**src/rtl/inst_encode.sv**
```systemverilog
// inst_encode: turns internal micro-ops into 32-bit instruction words.
// Each accepted micro-op is encoded combinationally, flagged if its opcode
// or immediate is illegal, and queued in a small circular output FIFO
// together with its warp id and tlast sideband.
module inst_encode #(
  parameter int DEPTH = 2
) (
  input  logic        clk,
  input  logic        rst,
  input  logic        s_tvalid,
  output logic        s_tready,
  input  logic [7:0]  opcode,
  input  logic [4:0]  rd,
  input  logic [4:0]  rs1,
  input  logic [4:0]  rs2,
  input  logic [31:0] imm,
  input  logic [4:0]  warp_id_in,
  input  logic        s_tlast,
  output logic        m_tvalid,
  input  logic        m_tready,
  output logic [31:0] instruction,
  output logic [4:0]  warp_id_out,
  output logic        m_tlast,
  output logic        m_terr,
  output logic [31:0] err
);

  localparam int PTR_W = $clog2(DEPTH);
  localparam int CNT_W = $clog2(DEPTH) + 1;
  localparam logic [PTR_W-1:0] PTR_ONE = PTR_W'(1);
  localparam logic [CNT_W-1:0] CNT_ONE = CNT_W'(1);
  localparam logic [CNT_W-1:0] CNT_FULL = CNT_W'(DEPTH);

  typedef struct packed {
    logic        terr;
    logic        tlast;
    logic [4:0]  warp;
    logic [31:0] word;
  } entry_t;

  logic [PTR_W-1:0] wr_ptr_q, wr_ptr_d;
  logic [PTR_W-1:0] rd_ptr_q, rd_ptr_d;
  logic [CNT_W-1:0] count_q, count_d;
  logic [31:0]      err_q, err_d;
  entry_t           out_q, out_d;
  entry_t           rd_arr [DEPTH];

  logic [31:0] enc_word;
  logic [2:0]  f3;
  logic [6:0]  funct7;
  logic        op_bad;
  logic        imm_bad;
  entry_t      new_entry;
  logic        push;
  logic        pop;

  // funct3 per internal opcode; opcodes without a funct3 field return 0
  function automatic logic [2:0] funct3_of(input logic [7:0] op);
    logic [2:0] r;
    case (op)
      8'd0:  r = 3'b000;  8'd1:  r = 3'b001;  8'd2:  r = 3'b100;
      8'd3:  r = 3'b101;  8'd4:  r = 3'b110;  8'd5:  r = 3'b111;
      8'd6:  r = 3'b000;  8'd7:  r = 3'b001;  8'd8:  r = 3'b010;
      8'd9:  r = 3'b100;  8'd10: r = 3'b101;
      8'd11: r = 3'b000;  8'd12: r = 3'b001;  8'd13: r = 3'b010;
      8'd14: r = 3'b000;  8'd15: r = 3'b010;  8'd16: r = 3'b011;
      8'd17: r = 3'b100;  8'd18: r = 3'b110;  8'd19: r = 3'b111;
      8'd20: r = 3'b001;  8'd21: r = 3'b101;  8'd22: r = 3'b101;
      8'd23: r = 3'b000;  8'd24: r = 3'b000;  8'd25: r = 3'b001;
      8'd26: r = 3'b010;  8'd27: r = 3'b011;  8'd28: r = 3'b100;
      8'd29: r = 3'b101;  8'd30: r = 3'b101;  8'd31: r = 3'b110;
      8'd32: r = 3'b111;
      8'd33: r = 3'b000;  8'd34: r = 3'b001;  8'd35: r = 3'b010;
      8'd37: r = 3'b000;
      8'd40: r = 3'b101;  8'd41: r = 3'b110;  8'd42: r = 3'b111;
      default: r = 3'b000;
    endcase
    return r;
  endfunction

  // Encoder and legality check, purely combinational on the input fields
  always_comb begin
    enc_word = '0;
    op_bad   = 1'b0;
    imm_bad  = 1'b0;
    f3       = funct3_of(opcode);
    funct7   = '0;
    if (opcode <= 8'd5) begin
      enc_word = {imm[23:18], imm[7], rs2, rs1, f3, imm[6:2], 7'b1100011};
      imm_bad  = (|imm[31:24]) | (|imm[17:8]) | (|imm[1:0]);
    end else if (opcode <= 8'd10) begin
      enc_word = {imm[11:0], rs1, f3, rd, 7'b0000011};
      imm_bad  = |imm[31:12];
    end else if (opcode <= 8'd13) begin
      enc_word = {imm[11:5], rs2, rs1, f3, imm[4:0], 7'b0100011};
      imm_bad  = |imm[31:12];
    end else if (opcode <= 8'd22) begin
      if (opcode == 8'd22) begin
        funct7  = 7'b0100000;
        // arithmetic shift amount: upper bits must be a sign extension of imm[4]
        imm_bad = (imm[31:4] != '1) && (imm[31:4] != '0);
      end else begin
        imm_bad = |imm[31:5];
      end
      enc_word = {funct7, imm[4:0], rs1, f3, rd, 7'b0010011};
    end else if (opcode <= 8'd32) begin
      if (opcode == 8'd24 || opcode == 8'd30) funct7 = 7'b0100000;
      enc_word = {funct7, rs2, rs1, f3, rd, 7'b0110011};
    end else if (opcode <= 8'd35) begin
      enc_word = {17'b0, f3, 5'b0, 7'b0001111};
    end else if (opcode == 8'd36) begin
      enc_word = {imm[21:2], rd, 7'b1101111};
      imm_bad  = (|imm[31:22]) | (|imm[1:0]);
    end else if (opcode == 8'd37) begin
      enc_word = {imm[13:2], rs1, f3, rd, 7'b1100111};
      imm_bad  = (|imm[31:14]) | (|imm[1:0]);
    end else if (opcode == 8'd38) begin
      enc_word = {imm[31:12], rd, 7'b0110111};
      imm_bad  = |imm[11:0];
    end else if (opcode == 8'd39) begin
      enc_word = {imm[31:12], rd, 7'b0010111};
      imm_bad  = |imm[11:0];
    end else if (opcode == 8'd40) begin
      enc_word = {imm[28:18], imm[12:7], f3, imm[6:2], 7'b1110011};
      imm_bad  = (|imm[31:29]) | (|imm[17:13]) | (|imm[1:0]);
    end else if (opcode <= 8'd42) begin
      enc_word = {17'b0, f3, 5'b0, 7'b1110011};
    end else begin
      op_bad = 1'b1;
    end
  end

  assign new_entry = '{terr: op_bad | imm_bad, tlast: s_tlast,
                       warp: warp_id_in, word: enc_word};

  assign s_tready = (count_q < CNT_FULL);
  assign m_tvalid = (count_q != '0);
  assign push     = s_tvalid & s_tready;
  assign pop      = m_tvalid & m_tready;

  // Buffer storage: one register per entry, written when the write pointer selects it
  for (genvar gi = 0; gi < DEPTH; gi++) begin : g_mem
    entry_t entry_q, entry_d;

    // Capture the encoded word on a push into this slot
    always_comb begin
      entry_d = entry_q;
      if (push && (wr_ptr_q == PTR_W'(gi))) entry_d = new_entry;
    end

    // Entry register, cleared on reset
    always_ff @(posedge clk) begin
      if (rst) entry_q <= '0;
      else     entry_q <= entry_d;
    end

    assign rd_arr[gi] = entry_q;
  end

  // Pointer, occupancy, sticky error and head-register next-state logic
  always_comb begin
    wr_ptr_d = wr_ptr_q;
    rd_ptr_d = rd_ptr_q;
    count_d  = count_q;
    err_d    = err_q;
    out_d    = out_q;
    if (push) wr_ptr_d = wr_ptr_q + PTR_ONE;
    if (pop)  rd_ptr_d = rd_ptr_q + PTR_ONE;
    case ({push, pop})
      2'b10:   count_d = count_q + CNT_ONE;
      2'b01:   count_d = count_q - CNT_ONE;
      default: count_d = count_q;
    endcase
    if (push) begin
      if (op_bad)       err_d = 32'h1;
      else if (imm_bad) err_d = 32'h2;
    end
    // The head register only moves when a new head exists; an incoming word
    // that lands exactly at the new head is bypassed straight in. When the
    // buffer drains, the last read entry is left on the outputs.
    if (count_d != '0) begin
      if (push && (wr_ptr_q == rd_ptr_d)) out_d = new_entry;
      else                                out_d = rd_arr[rd_ptr_d];
    end
  end

  // State registers
  always_ff @(posedge clk) begin
    if (rst) begin
      wr_ptr_q <= '0;
      rd_ptr_q <= '0;
      count_q  <= '0;
      err_q    <= '0;
      out_q    <= '0;
    end else begin
      wr_ptr_q <= wr_ptr_d;
      rd_ptr_q <= rd_ptr_d;
      count_q  <= count_d;
      err_q    <= err_d;
      out_q    <= out_d;
    end
  end

  assign instruction = out_q.word;
  assign warp_id_out = out_q.warp;
  assign m_tlast     = out_q.tlast;
  assign m_terr      = out_q.terr;
  assign err         = err_q;

endmodule

```
**config.mk**
```make
export PLATFORM = sky130hd
export DESIGN_NAME = inst_encode
export DESIGN_NICKNAME = d
export VERILOG_FILES = /design/src/rtl/inst_encode.sv
export SDC_FILE = /design/constraint.sdc
export NUM_CORES = 1
export LEC_CHECK = 0
export CAP_MARGIN = 20
export CORE_MARGIN = 1
export CORE_UTILIZATION = 53
export DETAILED_ROUTE_END_ITERATION = 10
export GPL_TIMING_DRIVEN = 0
export PLACE_DENSITY = 0.84
export SLEW_MARGIN = 20
export SYNTH_ARGS = -nofsm -noshare
export SYNTH_HDL_FRONTEND = slang
export SYNTH_SLANG_ARGS = --single-unit
```
**constraint.sdc**
```tcl
create_clock -name clk -period 3.1 [get_ports clk]
set_input_delay 0.31 -clock clk [delete_from_list [all_inputs] [get_ports clk]]
set_output_delay 0.31 -clock clk [all_outputs]
set_load 0.005 [all_outputs]
```
==> results of run 1 <==
-- state kept, by name (all words and copies together) (netlist names) --
signal         count
instruction       31
err                2
g_mem.entry_q     76
rd_ptr_q           1
count_q            2
m_tlast            1
warp_id_out        5
m_terr             1
wr_ptr_q           1
-- worst reg2reg max path, stage by stage (launching register included) --
cell	delay, ns
dfxtp_1	0.37
nor2b_1	0.13
clkbuf_2	0.22
inv_1	0.17
ha_1	0.37
nor2b_1	0.21
a21oi_1	0.12
o21ai_1	0.22
clkbuf_2	0.33
clkbuf_2	0.32
a211oi_1	0.10
a21oi_1	0.14
nor2_1	0.05
-- repair_timing --
item / CTS / global route
buffers inserted: 0 / 5
endpoints found under the setup margin: 89 / 60
resized for setup: 22 / 24
hold buffers: 0 / 0
pin swaps: 1 / 3
-- cells by family (layout without fill, tap and decap cells) --
group / Yosys count / in the layout
XOR/XNOR: 4 / 4
flip-flops: 120 / 120
AND/OR/NAND/NOR: 302 / 302
buffers and inverters: 104 / 244
adder cells (fa/ha/maj): 12 / 12
other: 1 / 30
AO/OA/AOI/OAI: 297 / 297
multiplexers: 40 / 40
-- worst paths after layout --
path / from / end / slack (ns) / cells after the start
max: opcode[2] / instruction[11] / 0.12 / 11
min: g_mem[1].entry_q[17] / g_mem[1].entry_q[17] / 0.45 / 2
max reg2reg: count_q[1] / warp_id_out[3] / 0.22 / 12
min reg2reg: g_mem[1].entry_q[17] / g_mem[1].entry_q[17] / 0.45 / 2
-- Yosys cell counts, types with 3 or more instances --
master and number:
dfxtp_1 120, nand2_1 108, nor2_1 92, a21oi_1 65, clkbuf_1 46, o21ai_0 44
mux2i_1 35, a22o_1 32, a211oi_1 31, buf_4 31, nor3_1 19, a221o_1 16
nand3_1 16, o211ai_1 15, ha_1 12, a31oi_1 10, buf_2 10, inv_1 10
o221ai_1 9, nand4_1 8, nor2b_1 7, o21a_1 7, a221oi_1 6, nand2b_1 6
nor4_1 6, or2_2 6, and3_1 5, mux2_2 5, nor3b_1 5, o221a_2 5
o22ai_1 5, o2bb2ai_1 5, or4_1 5, a21o_1 4, a222oi_1 4, a22oi_1 4
o32ai_1 4, or3_1 4, a311oi_1 3, buf_1 3, buf_6 3, o21ai_1 3
o311ai_0 3, xnor2_1 3
-- stage by stage --
stage               utilization (%)  hold WS [ns]  setup slack (ns)  cell area [sq um]
finish                        71.70        0.4507            0.1231               9195
detailed placement            65.75        0.4404           -0.9404               8432
CTS                           71.06        0.4519          0.008104               9114
global placement              65.75        0.4292           -0.9641               8432
floorplan                         -        0.4212            0.5454               7176
global route                  71.70        0.4682          -0.01590               9195
-- placed cells by master (no fill, tap or decap), drive strengths merged, types with 6 or more instances in the layout --
master	instances
ha	12
buf	52
o211ai	15
inv	11
nor3	22
conb	30
dfxtp	120
a31oi	11
nor4	6
nor2	92
a221o	16
nand2b	6
nand2	108
nand4	8
clkbuf	72
clkdlybuf4s50	102
o21ai	48
a221oi	6
o21a	7
nor2b	7
or2	6
a211oi	32
a21oi	67
nand3	16
mux2i	35
o221ai	9
a22o	32
-- cell type report --
| cell class | count | area [sq um] | area share (%) |
|---|---|---|---|
| multi-input cells | 685 | 4334 | 47.14 |
| clock inverters | 7 | 113.9 | 1.238 |
| well taps | 172 | 215.2 | 2.340 |
| inverters | 11 | 41.29 | 0.4490 |
| clock buffers | 25 | 505.5 | 5.497 |
| repair buffers | 109 | 1069 | 11.62 |
| flip-flops and latches | 120 | 2402 | 26.13 |
| plain buffers | 92 | 514.2 | 5.593 |
-- power by group --
| group | total [mW] | internal, mW | switching [mW] | leakage (nW) |
|---|---|---|---|---|
| logic | 2.62 | 1.07 | 1.55 | 2.32 |
| clock network | 2.05 | 1.37 | 0.685 | 0.307 |
| registers | 1.97 | 1.80 | 0.171 | 0.977 |
-- layer usage --
layer	up-vias	global-route usage (%)	share of wire [%]
li1	3532	-	-
met5	-	0	0
met2	552	61.09	47
met1	3721	46.58	38
met4	0	19.39	4.7
met3	121	7.510	10
==> impl_metrics.toml, run 1 <==
[sta]
layout_min_cycle_time_ns = 2.977
skew_ns = 0.007732
hold_violations = 0
relSlewSlack_pct = 42.36
finalMaxSlewViolations = 0
tightest_slew_ns = 0.8429
finalSetupViolations = 0
post-route-period-util_pct = 96.03
max_freq_mhz = 335.9
setup_tns_ns = 0

[setup_path]
worstSetupPathType = "in -> reg"
crit_arrival_ns = 3.26
crit_family = "compound AO/OA/AOI/OAI gates"
crit_chain = "clkdlybuf4s50_1 -> clkbuf_2 -> inv_1 -> ha_1 -> nor3b_4 -> a21oi_2 -> nand2_1 -> a22o_1 -> a221oi_2 -> o221a_2 -> nor2_1"
critPathSlowestCell = "clkdlybuf4s50_1"
cp-start-kind = "primary input"
crit_required_ns = 3.38
slowest_delay_ns = 0.64
cp.buffers_inverters = 3
cp_max_fo = 10
worstSetupEndpointType = "register"

[placement]
dp_cells = 1185
dpl.hpwl_um = 18560
gp_congestion = 0.9829
numPortBuffers = 104

[detailed_routing]
vias = 7926
first_pass_iters = 7
drt_iter0_markers = 834
drt_wl_total_um = 26230
antenna_left = 0
routed_via_density = 6.491
drc = 0
wire_per_inst_um = 21.48

[pwr]
p_total_mw = 6.646
peakVddDrop_v = 0.0006034
power_density_nw_per_um2 = 722.8
leakagePower_nw = 3.602

[final_layout]
nFillCells = 988
num_antenna_cells = 0
area_growth_pct = 30.12
layout.nets = 1113
drive_gt1_share_pct = 13.63
final_cells = 1221

[floorplan]
io_pins = 138
core_area_sq_um = 12820
initial_utilization_pct = 55.10
num_rows = 41
die_h_um = 117.5
die_w_um = 117.5
dieArea_sq_um = 13800

[synthesis]
yosysTopAreaCell = "dfxtp_1"
seq_area_frac_synth_pct = 33.99
ys_types = 73
synth_top_family_by_area = "compound AO/OA/AOI/OAI gates"
synth_area_leaders = "dfxtp_1, nand2_1, mux2i_1, nor2_1, a21oi_1"
synth_edf_count = 0
async_flop_share_pct = 0
synthXorXnorAreaFrac_pct = 0.4958
yosys.area_share.adder_pct = 2.125
synth_flop_cell = "dfxtp_1"
ys_warn_count = 0
synth.mux.area_fraction_pct = 5.754
synth.avg_cell_area_sq_um = 8.030
yosys.area_share.simple_pct = 19.97
ys_ff_latch = 120
synth_top_area_share_pct = 33.99
syn-cell-area_sq_um = 7067
synth_cells = 880
synth-compound-area-share_pct = 29.94

[clock_network]
cts_buffer_depth = 2
clk_pin_slew_worst_paths_ns = 0.05
h-tree-depth = 4
cts-root-buf = "clkbuf_16"
cts_buffers = 17
insertion_delay_ns = 0.42
cts_tree = "yes"
clock-sinks = 120

[grt]
antenna_found_initial = 0
grt_pass1_wl_um = 40740
grt_pass1_vias = 7493
grt_max_degree = 17
grt_use_total_pct = 37.40
grt_overflow = 0

[run]
maxCapViolCount = 0

[status]
status = "complete, no violations"

[worst_hold_path]
hp-class = "reg -> reg"
Note: power is estimated with default switching activity, not from simulation.
==> run 2, diff against run 1 <==
==> constraint.sdc (replaced) <==
create_clock -name clk -period 3.1 [get_ports clk]
set_input_delay 0.31 -clock clk [delete_from_list [all_inputs] [get_ports clk]]
set_output_delay 0.31 -clock clk [all_outputs]
set_load 0.1 [all_outputs]
==> results of run 2 <==
The final DEF is identical to that of run 1. Status: complete, no violations.
Main changes from that run: total power 6.646 mW -> 7.952 mW; worst IR drop on VDD 0.0006034 V -> 0.0006429 V
